### config.mk
export PLATFORM = sky130hd
export DESIGN_NAME = lut_access_arbiter
export DESIGN_NICKNAME = d
export VERILOG_FILES = /design/src/rtl/lut_arb_pkg.sv /design/src/rtl/lut_access_arbiter_rr_pick.sv /design/src/rtl/lut_access_arbiter.sv
export SDC_FILE = /design/constraint.sdc
export NUM_CORES = 1
export LEC_CHECK = 0
export BUFFER_PORTS_ARGS = -buffer_cell sky130_fd_sc_hd__buf_2
export CORE_MARGIN = 4
export CORE_UTILIZATION = 50
export DETAILED_ROUTE_END_ITERATION = 8
export PLACE_DENSITY = 0.85
export SLEW_MARGIN = 20
export SYNTH_ARGS = -nofsm -noshare
export SYNTH_HDL_FRONTEND = slang
export SYNTH_SLANG_ARGS = --single-unit
### constraint.sdc
create_clock -name clk -period 1.6 [get_ports clk]
set_clock_uncertainty 0.05 [all_clocks]
set_input_delay 0 -clock clk [delete_from_list [all_inputs] [get_ports clk]]
set_output_delay 0 -clock clk [all_outputs]
set_load 0.02 [all_outputs]
### src/rtl/lut_arb_pkg.sv
// Shared types and helpers for the LUT access arbiter.
package lut_arb_pkg;

  typedef enum logic {IDLE = 1'b0, LOOKUP = 1'b1} state_t;

  localparam int NREQ_D = 4;
  localparam int W_D    = 2;

  // Wide enough for the largest supported requester count (8); callers truncate.
  function automatic logic [7:0] onehot(input logic [2:0] idx);
    onehot = 8'b1 << idx;
  endfunction

endpackage

### src/rtl/lut_access_arbiter_rr_pick.sv
// Combinational round-robin picker: first set req bit at or after ptr, wrapping.
module rr_pick #(
  parameter int NREQ = 4,
  parameter int IW   = $clog2(NREQ)
) (
  input  logic [NREQ-1:0] req,
  input  logic [IW-1:0]   ptr,
  output logic            any,
  output logic [IW-1:0]   idx
);

  logic [IW-1:0] cand;

  // NREQ is a power of two, so IW-bit addition wraps modulo NREQ for free.
  always_comb begin
    any  = 1'b0;
    idx  = '0;
    cand = '0;
    for (int i = 0; i < NREQ; i++) begin
      cand = ptr + IW'(i);
      if (!any && req[cand]) begin
        any = 1'b1;
        idx = cand;
      end
    end
  end

endmodule

### src/rtl/lut_access_arbiter.sv
// Round-robin time-sharing of one reprogrammable lookup table among NREQ requesters.
module lut_access_arbiter
  import lut_arb_pkg::*;
#(
  parameter int NREQ = NREQ_D,
  parameter int W    = W_D,
  parameter int IW   = $clog2(NREQ)
) (
  input  logic              clk,
  input  logic              rst_n,
  input  logic [NREQ-1:0]   req,
  input  logic [NREQ*W-1:0] req_in,
  output logic [NREQ-1:0]   gnt,
  output logic              rsp_valid,
  output logic [IW-1:0]     rsp_id,
  output logic [W-1:0]      rsp_data,
  output logic              busy,
  input  logic              cfg_we,
  input  logic [W-1:0]      cfg_addr,
  input  logic [W-1:0]      cfg_data
);

  state_t          state_q, state_d;
  logic [IW-1:0]   ptr_q, ptr_d;
  logic [IW-1:0]   id_q, id_d;
  logic [W-1:0]    op_q, op_d;
  logic [NREQ-1:0] gnt_q, gnt_d;
  logic            rsp_valid_q, rsp_valid_d;
  logic [IW-1:0]   rsp_id_q, rsp_id_d;
  logic [W-1:0]    rsp_data_q, rsp_data_d;
  logic [W-1:0]    lut_q [2**W];
  logic [W-1:0]    lut_d [2**W];

  logic            win_any;
  logic [IW-1:0]   win_idx;

  rr_pick #(.NREQ(NREQ), .IW(IW)) u_pick (
    .req (req),
    .ptr (ptr_q),
    .any (win_any),
    .idx (win_idx)
  );

  // Lookups read lut_q, so a write landing on the same edge is seen only by later lookups.
  always_comb begin
    lut_d = lut_q;
    if (cfg_we) lut_d[cfg_addr] = cfg_data;
  end

  always_comb begin
    state_d     = state_q;
    ptr_d       = ptr_q;
    id_d        = id_q;
    op_d        = op_q;
    gnt_d       = '0;
    rsp_valid_d = 1'b0;
    rsp_id_d    = rsp_id_q;
    rsp_data_d  = rsp_data_q;
    case (state_q)
      IDLE: begin
        if (win_any) begin
          gnt_d   = NREQ'(onehot(3'(win_idx)));
          id_d    = win_idx;
          op_d    = req_in[int'(win_idx)*W +: W];
          ptr_d   = win_idx + IW'(1);
          state_d = LOOKUP;
        end
      end
      LOOKUP: begin
        rsp_data_d  = lut_q[op_q];
        rsp_id_d    = id_q;
        rsp_valid_d = 1'b1;
        state_d     = IDLE;
      end
      default: state_d = IDLE;
    endcase
  end

  always_ff @(posedge clk or negedge rst_n) begin
    if (!rst_n) begin
      state_q     <= IDLE;
      ptr_q       <= '0;
      id_q        <= '0;
      op_q        <= '0;
      gnt_q       <= '0;
      rsp_valid_q <= 1'b0;
      rsp_id_q    <= '0;
      rsp_data_q  <= '0;
      for (int i = 0; i < 2**W; i++) lut_q[i] <= W'(i);
    end else begin
      state_q     <= state_d;
      ptr_q       <= ptr_d;
      id_q        <= id_d;
      op_q        <= op_d;
      gnt_q       <= gnt_d;
      rsp_valid_q <= rsp_valid_d;
      rsp_id_q    <= rsp_id_d;
      rsp_data_q  <= rsp_data_d;
      lut_q       <= lut_d;
    end
  end

  assign gnt       = gnt_q;
  assign rsp_valid = rsp_valid_q;
  assign rsp_id    = rsp_id_q;
  assign rsp_data  = rsp_data_q;
  assign busy      = (state_q == LOOKUP);

endmodule
==> results of run 1 <==
sequential cells by signal (all words and copies together), names as in the netlist:
register   cells
gnt            4
busy           1
rsp_id         2
ptr_q          2
op_q           2
rsp_valid      1
lut_q          8
rsp_data       2
id_q           2
worst paths after layout:
path / start / end / slack [ps] / cells past startpoint
max in group asynchronous: rst_n / lut_q[1] / 1000 / 2
min in group asynchronous: rst_n / rsp_id[0] / 130 / 2
worst min register to register: id_q[0] / id_q[0] / 440 / 2
worst max-delay path: ptr_q[0] / op_q[1] / 130 / 5
worst min-delay path: req[3] / gnt[0] / 40 / 4
worst max register to register: ptr_q[0] / op_q[1] / 130 / 5
routing by layer:
metal / routed length, um / vias up
met4: 28 / 0
met2: 1129 / 24
li1: - / 388
met1: 925 / 384
met5: 0 / -
met3: 126 / 4
metrics by stage:
step                std cells  utilization, %  area (um^2)
finish                    155           70.85         1433
detailed placement        140           63.61         1286
floorplan                  82               -         1090
global route              155           70.85         1433
global placement          140           63.61         1286
CTS                       155           70.85         1433
final cells by class:
class	instances	area [um^2]	area share [%]
Clock buffer	4	36.28	2.533
Sequential cell	24	605.6	42.27
Timing Repair Buffer	42	272.8	19.04
Inverter	2	7.507	0.5240
Tap cell	27	33.78	2.358
Multi-Input combinational cell	56	476.7	33.28
cell usage after synthesis:
master / number / area (um^2)
inv_1: 2 / 7.510
mux2i_1: 4 / 40.04
o211a_1: 1 / 10.01
nor3b_1: 1 / 7.510
nand3_1: 1 / 5.000
o21ai_1: 1 / 5.000
nor3_1: 1 / 5.000
dfstp_2: 4 / 105.1
mux4_2: 2 / 45.04
a21boi_2: 1 / 11.26
o21a_1: 1 / 7.510
nor2b_2: 1 / 8.760
nand2_1: 9 / 33.78
o22ai_2: 1 / 12.51
nor2b_1: 2 / 12.51
xor2_1: 1 / 8.760
nand2_2: 1 / 6.260
a21o_1: 2 / 15.01
nand3b_1: 2 / 15.01
o221ai_4: 1 / 26.28
dfrtp_1: 20 / 500.5
nand2b_1: 1 / 6.260
nor2_1: 5 / 18.77
o221ai_1: 2 / 17.52
a21oi_2: 1 / 8.760
mux2_2: 12 / 135.1
o21ai_2: 1 / 8.760
and3_1: 1 / 6.260
cells by family after synthesis:
| family | after synthesis |
|---|---|
| AO/OA/AOI/OAI | 12 |
| XOR/XNOR | 1 |
| buffers and inverters | 2 |
| flip-flops | 24 |
| multiplexers | 18 |
| AND/OR/NAND/NOR | 25 |
power groups by stage:
stage	clock network [W]	logic, W	registers [W]
after floorplan	0	0.000442	0.00107
after global placement	0	0.000798	0.000948
after detailed placement	0	0.000816	0.000959
after CTS	0.000320	0.000840	0.000947
after global routing	0.000345	0.000911	0.000972
final	0.000316	0.000833	0.000942
critical path, delay by kind of cell, from the launching register on:
family | cells | cell delay, ps
multiplexers | 1 | 220
AO/OA/AOI/OAI | 3 | 440
AND/OR/NAND/NOR | 1 | 160
flip-flops | 1 | 470
layout by cell type (no fill, tap or decap), types with 3 or more instances in the layout:
cell type	synthesis	layout
dfstp_2	4	4
mux2i_1	4	4
nor2_1	5	5
clkbuf_4	0	3
buf_2	0	28
dfrtp_1	20	20
nand2_1	9	9
dlygate4sd3_1	0	11
mux2_2	12	12
buf_4	0	3
==> out/summary.txt, run 1 <==
layout cells sized above 1 = 46.88%
Global Route Usage Sum = 17.82%
number of H-tree levels = 1
Core Region = 0.002022 mm^2
CP cell instances = nor2b_2, a21oi_2, o221ai_4, mux2i_1, o221ai_1
post-synthesis xor/xnor area fraction = 0.8037%
CTS tree = built
first drt pass iteration count = 4
Clock Tree Root = clkbuf_4
post-synthesis cell count = 82
Top Usage Layer GRT = met2
Worst setup EP type = flop
critical path class = reg -> reg
final hold vios = 0
hold slack = 44.06 ps
Layout area overhead = 31.46%
synthesized area per cell = 13.29 um^2
initial antenna violation count = 0
post-route ant nets = 0
final wirelength = 2210 um
1st-iter DRT viols = 20
Int Power = 0.001369 W
port bufs = 28
fill count = 132
Max Cap Violations = 0
clock share of power = 15.1%
grt ovf = 0
routing usage on met2 = 30.31%
Final period util = 91.78%
Cell Area, Synth = 0.001090 mm^2
Post-Synth Adder-Cell Area = 0%
Initial Util = 53.90%
Design Power = 0.002091 W
hold bufs inserted after CTS = 11
Req. time, crit path = 1750 ps
# clock sinks = 24
dpl ws = 159.9 ps
WL per Instance = 14.26 um
CP max stage delay = 470 ps
Crit-path slowest cell = dfrtp_1
YS warnings = 0
Sw Share = 34.53%
Slew HR = 65.58%
crit start category = flop
post-CTS repair timing setup buffer count = 0
Residual DRC = 0
status = finished clean
num rows = 16
leak pwr = 0.6856 nW
post-synthesis mux area share = 20.21%
Antenna Cells = 0
CTS max path bufs = 2
total CTS buffers = 3
Clock transition at path regs = 130 ps
DR vias = 800
simple-gate portion of the synthesized area = 11.48%
Seq cells post-synth = 24
switching power = 0.0007221 W
Worst EP arrival = 1620 ps
vias in the first global route = 823
final setup vio count = 0
combinational share of power = 39.8%
maximum fanout along the worst path = 5
post-synthesis sequential area ratio = 55.57%
GRT met1 Usage = 22.28%
RSZ-0062 raised after global routing = no
min Tclk post-route = 1469 ps
Max Clk Rate = 0.6810 GHz
max-slew violations = 0
Nets = 148
main combinational cell family by area after synthesis = multiplexers
post-cts resize count = 0
Fin Setup TNS = 0 ps
Clk Latency, worst-skew pair = 310 ps
vias per cell = 5.161
Distinct cells, synth = 28
Slew @ Worst Pin = 516.4 ps
part of the power in registers = 45.1%
Die H = 54.69 um
Pwr Density = 1460 mW/mm^2
post-synthesis compound-gate area fraction = 11.25%
GR Util met3 = 3.542%
syn nets = 101
hpwl dp = 1550 um
largest net degree at the start of global routing = 25
Worst VDD drop = 0.8013 mV
area of the die = 0.002990 mm^2
Die X-Extent = 54.69 um
final setup margin = 131.5 ps
Placer Congestion = 0.9467
Top-Level Pins = 29
Hold Crit Class = in -> reg
first-pass GRT wire length = 3684 um
(Power assumes the default switching activity.)
==> inputs of run 2 (changes only) <==
--- a/config.mk
+++ b/config.mk
@@ -5,11 +5,12 @@
 export SDC_FILE = /design/constraint.sdc
 export NUM_CORES = 1
 export LEC_CHECK = 0
+export ABC_AREA = 1
 export BUFFER_PORTS_ARGS = -buffer_cell sky130_fd_sc_hd__buf_2
 export CORE_MARGIN = 4
-export CORE_UTILIZATION = 50
+export CORE_UTILIZATION = 52
 export DETAILED_ROUTE_END_ITERATION = 8
-export PLACE_DENSITY = 0.85
+export PLACE_DENSITY = 0.86
 export SLEW_MARGIN = 20
 export SYNTH_ARGS = -nofsm -noshare
 export SYNTH_HDL_FRONTEND = slang
==> run 2 against run 1 <==
Effect of this change:
- the flow now finishes with violations (setup timing)
- flip-flop and latch count unchanged
- clock power up 44%
- critical path type unchanged
- non-clock buffer count is 10 higher
- fmax fell by 24%
- die area increased by 11%
- via count rose by 78%
- worst setup slack lost 460 ps
- routed wire length grew 86%
==> out/summary.txt, run 2 <==
Clock Tree Root = clkbuf_4 (unchanged)
Max Clk Rate = 0.5186 GHz (was 0.6810 GHz)
min Tclk post-route = 1928 ps (was 1469 ps)
post-synthesis sequential area ratio = 47.36% (was 55.57%)
CTS tree = built (unchanged)
Synth area leaders = dfrtp_1, nand2_1, dfstp_2 (was dfrtp_1, mux2_2, dfstp_2)
num rows = 17 (was 16)
final wirelength = 4119 um (was 2210 um)
Clock transition at path regs = 140 ps (was 130 ps)
hpwl dp = 2266 um (was 1550 um)
top cell type by total area after synthesis = dfrtp_1 (unchanged)
hold path depth = 5 (was 4)
synth cell count leaders = nand2_1, inv_1, dfrtp_1, nor2_1 (was dfrtp_1, mux2_2, nand2_1)
number of H-tree levels = 1 (unchanged)
largest register by flop count = lut_q (unchanged)
leak pwr = 1.013 nW (was 0.6856 nW)
Die X-Extent = 57.59 um (was 54.69 um)
Distinct cells, synth = 18 (was 28)
vias per cell = 5.490 (was 5.161)
port bufs = 28 (unchanged)
Layout area overhead = 46.38% (was 31.46%)
maximum fanout along the worst path = 5 (unchanged)
Pwr Density = 2292 mW/mm^2 (was 1460 mW/mm^2)
Cell Area, Synth = 0.001279 mm^2 (was 0.001090 mm^2)
final setup margin = -328.3 ps (was 131.5 ps)
status = finished with violations (was finished clean)
grt ovf = 0 (unchanged)
vias in the first global route = 1423 (was 823)
DR vias = 1422 (was 800)
CTS max path bufs = 2 (unchanged)
Antenna Cells = 0 (unchanged)
Seq cells post-synth = 24 (unchanged)
WL per Instance = 15.90 um (was 14.26 um)
YS warnings = 0 (unchanged)
share of the synthesized area in the top cell type = 39.14% (was 45.92%)
Cells after DPL = 236 (was 140)
asr flop ratio synth = 100.0% (unchanged)
failing checks = setup timing
Max Cap Violations = 0 (unchanged)
area of the die = 0.003317 mm^2 (was 0.002990 mm^2)
first-pass GRT wire length = 6313 um (was 3684 um)
initial antenna violation count = 0 (unchanged)
Clk Latency, worst-skew pair = 330 ps (was 310 ps)
Worst EP arrival = 2120 ps (was 1620 ps)
Residual DRC = 0 (unchanged)
critical path class = reg -> reg (unchanged)
Slew @ Worst Pin = 520.1 ps (was 516.4 ps)
Die H = 57.59 um (was 54.69 um)
1st-iter DRT viols = 78 (was 20)
RSZ-0062 raised after global routing = yes (was no)
syn nets = 195 (was 101)
Hold Crit Class = in -> reg (unchanged)
leading cell type in the layout, fill and taps excluded = nand2_1 (was buf_2)
max reg flops = 8 (unchanged)
Worst VDD drop = 1.527 mV (was 0.8013 mV)
Nets = 251 (was 148)
fin cells = 259 (was 155)
post-route ant nets = 0 (unchanged)
commonest non-fill, non-tap cells in the layout = nand2_1, buf_2, inv_1 (was buf_2, dfrtp_1, mux2_2)
largest net degree at the start of global routing = 25 (unchanged)
EDFF count, synth = 0 (unchanged)
Core Region = 0.002276 mm^2 (was 0.002022 mm^2)
first drt pass iteration count = 4 (unchanged)
max-slew violations = 0 (unchanged)
total CTS buffers = 3 (unchanged)
Global Route Usage Sum = 24.78% (was 17.82%)
Main synth FF type = dfrtp_1 (unchanged)
count leader, synth = nand2_1 (was dfrtp_1)
layout cells sized above 1 = 42.42% (was 46.88%)
post-synthesis cell count = 176 (was 82)
Worst setup EP type = flop (unchanged)
Slew HR = 65.33% (was 65.58%)
# clock sinks = 24 (unchanged)
Reg2Reg Depth = 13 (was 5)
Req. time, crit path = 1790 ps (was 1750 ps)
crit start category = flop (unchanged)
Placer Congestion = 0.8999 (was 0.9467)
Initial Util = 56.18% (was 53.90%)
final hold vios = 0 (unchanged)
final setup vio count = 11 (was 0)
Fin Setup TNS = -2019 ps (was 0 ps)
Top-Level Pins = 29 (unchanged)
synthesized area per cell = 7.265 um^2 (was 13.29 um^2)
Final period util = 120.5% (was 91.78%)
==> run 2: where the power goes <==
group	switching (W)	internal, W
logic	0.00177	0.00103
clock network	0.000203	0.000254
registers	0.000183	0.000848
==> run 2: layer usage <==
layer | vias to the layer above | wire, um | global-route usage [%]
li1 | 660 | - | -
met1 | 669 | 1525 | 26.56
met2 | 76 | 2211 | 46.61
met3 | 17 | 213 | 3.620
met4 | 0 | 168 | 11.92
met5 | - | 0 | 0
==> run 2: cell type report <==
class / instances / area [um^2]
Tap cell: 28 / 35.03
Clock buffer: 3 / 22.52
Multi-Input combinational cell: 122 / 694.4
Clock inverter: 1 / 30.03
Timing Repair Buffer: 52 / 357.8
Inverter: 29 / 123.9
Sequential cell: 24 / 608.1
Fill cell: 131 / 404.1
==> run 2: critical path, cell delays in order, from the launching register on <==
cell	delay, ps
dfrtp_2	500
buf_6	160
nand2_2	90
nand3_2	90
nand2_2	130
inv_2	80
nand3_1	110
inv_2	60
nor2_4	170
inv_2	90
nand3_2	80
nand2_1	70
nand2_1	100
nand2_1	60
==> run 2: metrics by stage <==
stage	area [um^2]	hold slack (ps)	total power (W)	setup slack, ps	utilization, %
2_1_floorplan	1279	-345.6	0.002328	50.41	-
3_3_place_gp	1480	-60.04	0.002794	-169.0	65.04
3_5_place_dp	1480	-48.38	0.002869	-248.1	65.04
4_1_cts	1795	21.08	0.003828	-129.7	78.89
5_1_grt	1872	64.26	0.004566	-410.4	82.24
6_report	1872	31.00	0.004290	-328.3	82.24
==> run 2: what timing repair did <==
action / in CTS / in global routing
hold buffers: 11 / 1
hold endpoints to repair: 33 / 1
endpoints found under the setup margin: 11 / 11
setup buffers: 6 / 1
pin swaps: 16 / 13
gates resized for setup: 37 / 18
==> run 2: kinds of logic (layout without fill, tap and decap cells) <==
family	count (synthesis)	count (layout)	synth area share [%]
flops	24	24	47.36
buf+inv	30	85	9.980
simple gates	101	101	33.76
compound gates	21	21	8.904
==> run 2: path summary, 6_finish.rpt <==
kind | startpoint | endpoint | slack, ps
min in group asynchronous | rst_n | gnt[2] | 120
max in group asynchronous | rst_n | ptr_q[0] | 1010
worst min register to register | rsp_id[0] | rsp_id[0] | 450
worst max register to register | ptr_q[0] | op_q[1] | -330
worst min-delay path | req_in[2] | op_q[0] | 30
worst max-delay path | ptr_q[0] | op_q[1] | -330
